--- src/rtl/nanorv32_busarb_if.sv ---
// Bus bundle for the nanorv32 two-master arbiter: the I-side (fetch) and
// D-side (load/store) request ports plus the shared slave port.
// The "master" modport is the arbiter's view: it masters the shared slave
// port and answers the two core-side requesters. The "slave" modport is
// the complementary environment view (core masters plus the slave memory).
interface nanorv32_busarb_if;
    // I-side fetch port
    logic        htransi;
    logic [31:0] haddri;
    logic        hreadyi;
    logic [31:0] hrdatai;
    // D-side load/store port
    logic        htransd;
    logic        hwrited;
    logic [31:0] haddrd;
    logic [2:0]  hsized;
    logic [31:0] hwdatad;
    logic        hreadyd;
    logic [31:0] hrdatad;
    // Shared slave port
    logic        htranss;
    logic        hwrites;
    logic [31:0] haddrs;
    logic [2:0]  hsizes;
    logic [31:0] hwdatas;
    logic        hreadys;
    logic [31:0] hrdatas;

    modport master (
        input  htransi, haddri,
        output hreadyi, hrdatai,
        input  htransd, hwrited, haddrd, hsized, hwdatad,
        output hreadyd, hrdatad,
        output htranss, hwrites, haddrs, hsizes, hwdatas,
        input  hreadys, hrdatas
    );

    modport slave (
        output htransi, haddri,
        input  hreadyi, hrdatai,
        output htransd, hwrited, haddrd, hsized, hwdatad,
        input  hreadyd, hrdatad,
        input  htranss, hwrites, haddrs, hsizes, hwdatas,
        output hreadys, hrdatas
    );
endinterface

--- src/rtl/nanorv32_busarb.sv ---
// Two-master to one-slave bus arbiter for nanorv32. One transfer is in
// flight at a time (IDLE -> ADDR -> DATA). The D-side wins contention
// until it has taken MAX_D_STREAK grants in a row while the I-side waited,
// after which the I-side is served, so fetch can never starve.
module nanorv32_busarb #(
    parameter int MAX_D_STREAK = 2
) (
    input  logic                 clk,
    input  logic                 rst,
    nanorv32_busarb_if.master    bus
);

    localparam int SW = (MAX_D_STREAK < 1) ? 1 : $clog2(MAX_D_STREAK + 1);
    localparam logic [SW-1:0] STREAK_MAX = SW'(MAX_D_STREAK);

    typedef enum logic [1:0] {IDLE, ADDR, DATA} state_t;

    state_t        state_reg;
    logic          owner_d_reg;
    logic [SW-1:0] streak_reg;
    logic [31:0]   addr_reg;
    logic [2:0]    size_reg;
    logic [31:0]   wdata_reg;
    logic          htranss_reg;
    logic          hwrites_reg;

    logic grant_d;
    logic grant_i;
    logic done;

    // Grant decision for the IDLE cycle and the completion strobe; the
    // strobe is masked during reset so an aborted transfer never completes.
    always_comb begin
        grant_d = bus.htransd && (!bus.htransi || (streak_reg != STREAK_MAX));
        grant_i = bus.htransi && !grant_d;
        done    = !rst && (state_reg == DATA) && bus.hreadys;
    end

    assign bus.htranss = htranss_reg;
    assign bus.hwrites = hwrites_reg;
    assign bus.haddrs  = addr_reg;
    assign bus.hsizes  = size_reg;
    assign bus.hwdatas = wdata_reg;

    // A master that is not requesting always sees ready; a requesting one
    // only sees ready (and the slave's read data) on its own completion.
    assign bus.hreadyi = !bus.htransi || (done && !owner_d_reg);
    assign bus.hreadyd = !bus.htransd || (done && owner_d_reg);
    assign bus.hrdatai = (done && !owner_d_reg) ? bus.hrdatas : 32'h0;
    assign bus.hrdatad = (done && owner_d_reg)  ? bus.hrdatas : 32'h0;

    // Transfer sequencing, request latching and D-streak bookkeeping.
    always_ff @(posedge clk) begin
        if (rst) begin
            state_reg   <= IDLE;
            owner_d_reg <= 1'b0;
            streak_reg  <= '0;
            addr_reg    <= 32'h0;
            size_reg    <= 3'b000;
            wdata_reg   <= 32'h0;
            htranss_reg <= 1'b0;
            hwrites_reg <= 1'b0;
        end else begin
            case (state_reg)
                IDLE: begin
                    if (grant_d || grant_i) begin
                        state_reg   <= ADDR;
                        htranss_reg <= 1'b1;
                        owner_d_reg <= grant_d;
                        if (grant_d) begin
                            addr_reg    <= bus.haddrd;
                            size_reg    <= bus.hsized;
                            wdata_reg   <= bus.hwdatad;
                            hwrites_reg <= bus.hwrited;
                        end else begin
                            // Fetches are always 32-bit reads.
                            addr_reg    <= bus.haddri;
                            size_reg    <= 3'b010;
                            wdata_reg   <= 32'h0;
                            hwrites_reg <= 1'b0;
                        end
                        // Only D grants taken while fetch waits extend the streak.
                        if (grant_d && bus.htransi) begin
                            if (streak_reg != STREAK_MAX) begin
                                streak_reg <= streak_reg + 1'b1;
                            end
                        end else begin
                            streak_reg <= '0;
                        end
                    end
                end
                ADDR: begin
                    state_reg   <= DATA;
                    htranss_reg <= 1'b0;
                end
                DATA: begin
                    if (bus.hreadys) begin
                        state_reg   <= IDLE;
                        hwrites_reg <= 1'b0;
                    end
                end
                default: begin
                    state_reg   <= IDLE;
                    htranss_reg <= 1'b0;
                    hwrites_reg <= 1'b0;
                end
            endcase
        end
    end

endmodule

--- src/flat_wrapper.sv ---
// flat-port wrapper written by rule: the top's interface ports become plain ports
module nanorv32_busarb_flat 
#(
    parameter int MAX_D_STREAK = 2
)
  (clk, rst, bus_htransi, bus_haddri, bus_hreadyi, bus_hrdatai, bus_htransd, bus_hwrited, bus_haddrd, bus_hsized, bus_hwdatad, bus_hreadyd, bus_hrdatad, bus_htranss, bus_hwrites, bus_haddrs, bus_hsizes, bus_hwdatas, bus_hreadys, bus_hrdatas);
  nanorv32_busarb_if bus_i ();
  input  logic clk;
  input  logic rst;
  input wire logic [$bits(bus_i.htransi)-1:0] bus_htransi;
  input wire logic [$bits(bus_i.haddri)-1:0] bus_haddri;
  output wire logic [$bits(bus_i.hreadyi)-1:0] bus_hreadyi;
  output wire logic [$bits(bus_i.hrdatai)-1:0] bus_hrdatai;
  input wire logic [$bits(bus_i.htransd)-1:0] bus_htransd;
  input wire logic [$bits(bus_i.hwrited)-1:0] bus_hwrited;
  input wire logic [$bits(bus_i.haddrd)-1:0] bus_haddrd;
  input wire logic [$bits(bus_i.hsized)-1:0] bus_hsized;
  input wire logic [$bits(bus_i.hwdatad)-1:0] bus_hwdatad;
  output wire logic [$bits(bus_i.hreadyd)-1:0] bus_hreadyd;
  output wire logic [$bits(bus_i.hrdatad)-1:0] bus_hrdatad;
  output wire logic [$bits(bus_i.htranss)-1:0] bus_htranss;
  output wire logic [$bits(bus_i.hwrites)-1:0] bus_hwrites;
  output wire logic [$bits(bus_i.haddrs)-1:0] bus_haddrs;
  output wire logic [$bits(bus_i.hsizes)-1:0] bus_hsizes;
  output wire logic [$bits(bus_i.hwdatas)-1:0] bus_hwdatas;
  input wire logic [$bits(bus_i.hreadys)-1:0] bus_hreadys;
  input wire logic [$bits(bus_i.hrdatas)-1:0] bus_hrdatas;
  assign bus_i.htransi = bus_htransi;
  assign bus_i.haddri = bus_haddri;
  assign bus_hreadyi = bus_i.hreadyi;
  assign bus_hrdatai = bus_i.hrdatai;
  assign bus_i.htransd = bus_htransd;
  assign bus_i.hwrited = bus_hwrited;
  assign bus_i.haddrd = bus_haddrd;
  assign bus_i.hsized = bus_hsized;
  assign bus_i.hwdatad = bus_hwdatad;
  assign bus_hreadyd = bus_i.hreadyd;
  assign bus_hrdatad = bus_i.hrdatad;
  assign bus_htranss = bus_i.htranss;
  assign bus_hwrites = bus_i.hwrites;
  assign bus_haddrs = bus_i.haddrs;
  assign bus_hsizes = bus_i.hsizes;
  assign bus_hwdatas = bus_i.hwdatas;
  assign bus_i.hreadys = bus_hreadys;
  assign bus_i.hrdatas = bus_hrdatas;
  nanorv32_busarb #(.MAX_D_STREAK(MAX_D_STREAK)) u_core (.clk(clk), .rst(rst), .bus(bus_i));
endmodule
--- config.mk ---
export PLATFORM = sky130hd
export DESIGN_NAME = nanorv32_busarb_flat
export DESIGN_NICKNAME = d
export VERILOG_FILES = /design/src/rtl/nanorv32_busarb_if.sv /design/src/rtl/nanorv32_busarb.sv /design/src/flat_wrapper.sv
export SDC_FILE = /design/constraint.sdc
export NUM_CORES = 1
export LEC_CHECK = 0
export ABC_AREA = 1
export CELL_PAD_IN_SITES_DETAIL_PLACEMENT = 1
export CELL_PAD_IN_SITES_GLOBAL_PLACEMENT = 2
export CORE_AREA = 2 2 157 159
export CTS_CLUSTER_SIZE = 28
export DETAILED_ROUTE_END_ITERATION = 16
export DIE_AREA = 0 0 159 161
export PLACE_DENSITY = 0.73
export SLEW_MARGIN = 20
export SYNTH_ARGS = -nofsm -noshare
export SYNTH_HDL_FRONTEND = slang
export SYNTH_SLANG_ARGS = --single-unit
--- constraint.sdc ---
create_clock -name clk -period 1.94 [get_ports clk]
set_clock_uncertainty 0.05 [all_clocks]
set_input_delay 0.388 -clock clk [delete_from_list [all_inputs] [get_ports clk]]
set_output_delay 0.388 -clock clk [all_outputs]
set_load 0.01 [all_outputs]
=== Word-level counts from Yosys, hierarchy flattened ===
Cells that the tools add are included.

* $add $sub $neg: 1
* Multiplexer cells: 16
* Bitwise operators: 2
* Eq/ne operators: 6
* Reductions and logical operators: 22

{| class="wikitable"
|+ Operator list
! cell !! count
|-
| $mux 32 || 4
|-
| $mux 2 || 4
|-
| $logic_and 1x1->1 || 7
|-
| $pmux 2 s3 || 1
|-
| $reduce_and 2->1 || 3
|-
| $reduce_and 3->1 || 2
|-
| $logic_not 1->1 || 5
|-
| $logic_or 1x1->1 || 4
|-
| $mux 1 || 4
|-
| $ne 2x1->1 const B || 2
|-
| $ne 2x2->1 const B || 2
|-
| $mux 3 || 1
|-
| $pmux 1 s3 || 1
|-
| $add 2x1->2 const B || 1
|-
| $eq 2x1->1 const B || 1
|-
| $eq 2x2->1 const B || 1
|-
| $logic_not 2->1 || 1
|-
| $not 1->1 || 2
|-
| $pmux 1 s2 || 1
|}

* Flip-flop bits (word level): 74
* Bits of input ports: 137
* Output and inout port bits: 135

=== Logic depth before layout (Yosys ltp) ===
Gate-level depths: netlist of the first run.

* Depth in word-level cells: 8
* Gate-level depth with buffers: 10
* Gate-level depth less buffers: 8

=== Worst setup path before layout of the first run ===
No wires, ideal clock.

* Path type: input-to-output
* Start point: input port rst
* End point: output port bus_hrdatad[22]
* Required time: 1.502 ns
* Cell stages on the path: 4
* Path slack: 0.428 ns
* Data arrival time: 1.074 ns
* Cells stage by stage: nor2_1 -> nand4_1 -> buf_2 -> nor2_1

* Longest elaborated chain between the ends: 5

{| class="wikitable"
|+ RTL lines
! element !! RTL line !! RTL
|-
| start: declaration || flat_wrapper.sv:9 || <nowiki>input logic rst;</nowiki>
|-
| $logic_not 1->1 || nanorv32_busarb.sv:36 || <nowiki>done = !rst && (state_reg == DATA) && bus.hreadys;</nowiki>
|-
| $logic_and 1x1->1 (2 in series) || nanorv32_busarb.sv:36 ||
|-
| $logic_and 1x1->1 || nanorv32_busarb.sv:50 || <nowiki>assign bus.hrdatad = (done && owner_d_reg) ? bus.hrdatas : 32'h0;</nowiki>
|-
| $mux 32 || nanorv32_busarb.sv:50 ||
|-
| end: declaration || flat_wrapper.sv:20 || <nowiki>output wire logic [$bits(bus_i.hrdatad)-1:0] bus_hrdatad;</nowiki>
|}

No other way between the ends.

=== Final worst setup path of the first run ===
* Start point: input port rst
* End point: output port bus_hrdatai[23]

* Longest elaborated chain between the ends: 5

{| class="wikitable"
|+ RTL lines
! element !! RTL line !! RTL
|-
| $logic_not 1->1 || nanorv32_busarb.sv:36 ||
|-
| $logic_and 1x1->1 (2 in series) || nanorv32_busarb.sv:36 ||
|-
| $logic_and 1x1->1 || nanorv32_busarb.sv:49 || <nowiki>assign bus.hrdatai = (done && !owner_d_reg) ? bus.hrdatas : 32'h0;</nowiki>
|-
| $mux 32 || nanorv32_busarb.sv:49 ||
|-
| end: declaration || flat_wrapper.sv:13 || <nowiki>output wire logic [$bits(bus_i.hrdatai)-1:0] bus_hrdatai;</nowiki>
|}

No other way between the ends.

==> results of run 1 <==
[kinds of logic (layout without fill, tap and decap cells)]
kind of cell	count (synthesis)	count (layout)	synth area share
flip-flops	74	74	0.419
other	0	1	0
AND/OR/NAND/NOR	365	365	0.450
adder cells (fa/ha/maj)	1	1	0.00353
AO/OA/AOI/OAI	5	5	0.00778
buffers and inverters	99	377	0.120
[stage by stage]
step           TNS, ns   util  setup WS (ns)  instances  cell area, um2
2_1_floorplan        0      -          0.428        544            3540
3_3_place_gp    -37.82  0.280         -0.628       1122            6700
3_5_place_dp    -41.62  0.280         -0.668       1122            6700
4_1_cts         -0.244  0.282         -0.149       1142            6760
5_1_grt          -5.44  0.288         -0.242       1146            6890
6_report         -2.33  0.288         -0.160       1147            6890
[worst reg2reg max path, stage by stage, from the launching register on]
cell and delay [ns]:
dfxtp_1 0.34, inv_1 0.05, ha_1 0.22, nand2_2 0.11, nand2_2 0.10, nor2_4 0.11
buf_12 0.20, nand3_1 0.15, nand2_1 0.08
[timing repair]
action,4_1_cts,5_1_grt
pin swaps,0,1
buffers inserted,3,2
gates resized for setup,272,43
cloned,1,4
setup endpoints to repair,66,66
[power groups by stage]
stage / logic (W) / clock network, W / registers [W]
final: 0.00115 / 0.00181 / 0.00174
after global routing: 0.00126 / 0.00197 / 0.00176
after CTS: 0.00117 / 0.00190 / 0.00174
after detailed placement: 0.00117 / 0 / 0.00177
after global placement: 0.00116 / 0 / 0.00177
after floorplan: 0.000357 / 0 / 0.00183
[layout by cell type (no fill, tap or decap)]
cell,n
nand3b_1,25
dfxtp_2,1
clkdlybuf4s15_1,1
clkinv_4,1
inv_2,3
buf_6,7
dfxtp_1,73
and3_1,1
diode_2,1
ha_1,1
o21ai_0,4
nand4_1,2
clkinv_2,2
buf_12,8
clkbuf_16,10
nand3_1,70
nor2_1,38
nand2_2,4
nand2_1,188
dlygate4sd2_1,2
nor2_2,30
nor2_4,5
inv_1,63
o21bai_1,1
clkbuf_1,2
nor3_1,1
clkdlybuf4s50_1,203
nand2_4,1
buf_2,63
buf_4,10
bufinv_16,2
[path summary, 6_finish.rpt]
| kind | endpoint | start |
|---|---|---|
| worst min-delay path | u_core.bus.hwdatas[1] | u_core.bus.hwdatas[1] |
| worst min register to register | u_core.bus.hwdatas[1] | u_core.bus.hwdatas[1] |
| worst max-delay path | bus_hrdatai[23] | rst |
| worst max register to register | u_core.bus.hwdatas[3] | u_core.streak_reg[0] |
[metal layers]
metal,vias up,part of all wire
li1,2196,-
met5,-,0
met1,1980,0.42
met4,0,0.021
met3,23,0.077
met2,190,0.48
[layout make-up]
class / instances / area share
Clock inverter: 5 / 0.0114
Antenna cell: 1 / 0.000363
Multi-Input combinational cell: 371 / 0.251
Sequential cell: 74 / 0.215
Tap cell: 324 / 0.0588
Clock buffer: 11 / 0.0338
Timing Repair Buffer: 295 / 0.394
Inverter: 66 / 0.0359
==> metrics.md, run 1 <==
| Metric | Value |
|---|---|
| Post-route ant nets | `0` |
| Dominant cell type by area after synthesis | `dfxtp_1` |
| GRT met2 Usage | `0.214` |
| Switch share | `0.271` |
| R2R depth | `8` |
| Buf+Inv Stages, Crit Path | `5` |
| Total Routing Usage GR | `0.124` |
| DR iter-0 viols | `171` |
| Worst-Skew Late Latency | `about 0.34 ns` |
| Avg Cell Area, Syn | `6.51 um2` |
| FFs w/ async S/R, synth | `0` |
| Mapped Cells | `544` |
| Synth warn | `0` |
| Clk buf depth | `2` |
| Global route overflow | `0` |
| Die height | `161 um` |
| RSZ-0062 raised after global routing | `true` |
| Worst hold-check path type | `flip-flop to flip-flop` |
| WL final | `16800 um` |
| Area of combinational cells with multiple inputs | `1730 um2` |
| WP data arrival | `1.66 ns` |
| Initial Util | `0.148` |
| Total die area | `25600 um2` |
| Clock sink count | `74` |
| Area delta synth->final | `94.8%` |
| Worst-path clk slew | `about 0.06 ns` |
| Final Wtd Congestion | `0.823` |
| Core Region | `24000 um2` |
| Worst-path cell chain | `dlygate4sd2_1 -> nor2_4 -> buf_6 -> nand4_1 -> buf_4 -> clkbuf_16 -> nor2_1 -> buf_2` |
| Core Rows | `57` |
| Post-synth top area share | `0.419` |
| Vias in the first global route | `4319` |
| PwrDens | `682 nW/um2` |
| Comb power frac | `0.245` |
| Top_reg_cell synth | `dfxtp_1` |
| Share of layout cells above drive strength 1 | `0.179` |
| Post-DP HPWL | `11900 um` |
| Max Cap Viol | `0` |
| Tmin final | `around 2.1 ns` |
| Synth cell count leaders | `188 x nand2_1, 74 x dfxtp_1, 71 x nor2_1, 70 x nand3_1, 63 x inv_1` |
| Final worst path period share | `1.08` |
| Register-to-register setup slack | `0.48 ns` |
| Fin. max-slew vios | `0` |
| Netlist Area Pre-Place | `3540 um2` |
| Critical path depth | `8` |
| CTS buffer count | `9` |
| 1st-pass router iterations | `4` |
| DRC Markers | `0` |
| Reg power frac | `0.370` |
| Fin. Hold Viols | `0` |
| Initial antenna violation count | `1` |
| Count leader, synth | `nand2_1` |
| Synthesized Nets | `between 600 and 700` |
| Slowest cell on crit path | `dlygate4sd2_1` |
| Relative slew slack | `0.732` |
| Synthesized flop and latch total | `74` |
| Met1 usage | `0.145` |
| Setup violators final | `24` |
| CTS Hold Bufs | `0` |
| Pin count of the biggest net entering global routing | `40` |
| Critical path endpoint category | `output pin` |
| Final WS setup | `-0.160 ns` |
| Synth cell types | `21` |
| Post-synthesis sequential area ratio | `0.419` |
| Worst slew pin tran | `between 0.4 and 0.5 ns` |
| Fmax | `between 400 and 500 MHz` |
| NumNets Final | `955` |
| Die W | `159 um` |
| Final Power | `0.00470 W` |
| DR vias | `4389` |
| Crit Path Category | `input pin to output pin` |
| Area contributors post-synth | `dfxtp_1 42%, nand2_1 20%, nand3_1 9.9%` |
| Required @ worst endpoint | `1.50 ns` |
| Worst Hold Depth | `2` |
| Failing checks | `setup timing` |
| Global route hottest layer | `met2` |
| Leak | `3.34 nW` |
| Cell Int Power | `approximately 0.0034 W` |
| Delay-heaviest family, CP | `buffers and inverters` |
| DR vias/cell | `about 3.8` |
| Crit start category | `input pin` |
| CTS tree | `built` |
| Outcome | `complete, but fails checks` |
| P_sw | `approximately 0.0013 W` |
| H-tree depth | `3` |
| Wirelength per Cell | `14.6 um` |
| CTS Root Cell | `clkbuf_16` |
| FF+latch area | `around 1500 um2` |
| Met3 usage | `0.0447` |
| Final hold slack | `0.395 ns` |
| Post-synth EDFFs | `0` |
| Fill count | `2935` |
| Worst-path fanout max | `8` |
| Worst vdd ir | `370 uV` |
| Port bufs | `271` |
| Clock share of power | `0.385` |
| First-pass GRT wire length | `24900 um` |
| I/O pin cnt | `272` |
| Max incr delay on CP | `approximately 0.28 ns` |
Power figures use the tool's default switching activity.
==> run 2, diff against run 1 <==
--- a/config.mk
+++ b/config.mk
@@ -12,6 +12,7 @@
 export CTS_CLUSTER_SIZE = 28
 export DETAILED_ROUTE_END_ITERATION = 16
 export DIE_AREA = 0 0 159 161
+export HOLD_SLACK_MARGIN = 0.03
 export PLACE_DENSITY = 0.73
 export SLEW_MARGIN = 20
 export SYNTH_ARGS = -nofsm -noshare
==> results of run 2 <==
Same layout as run 1: the final DEF is identical, and so are final timing and power.
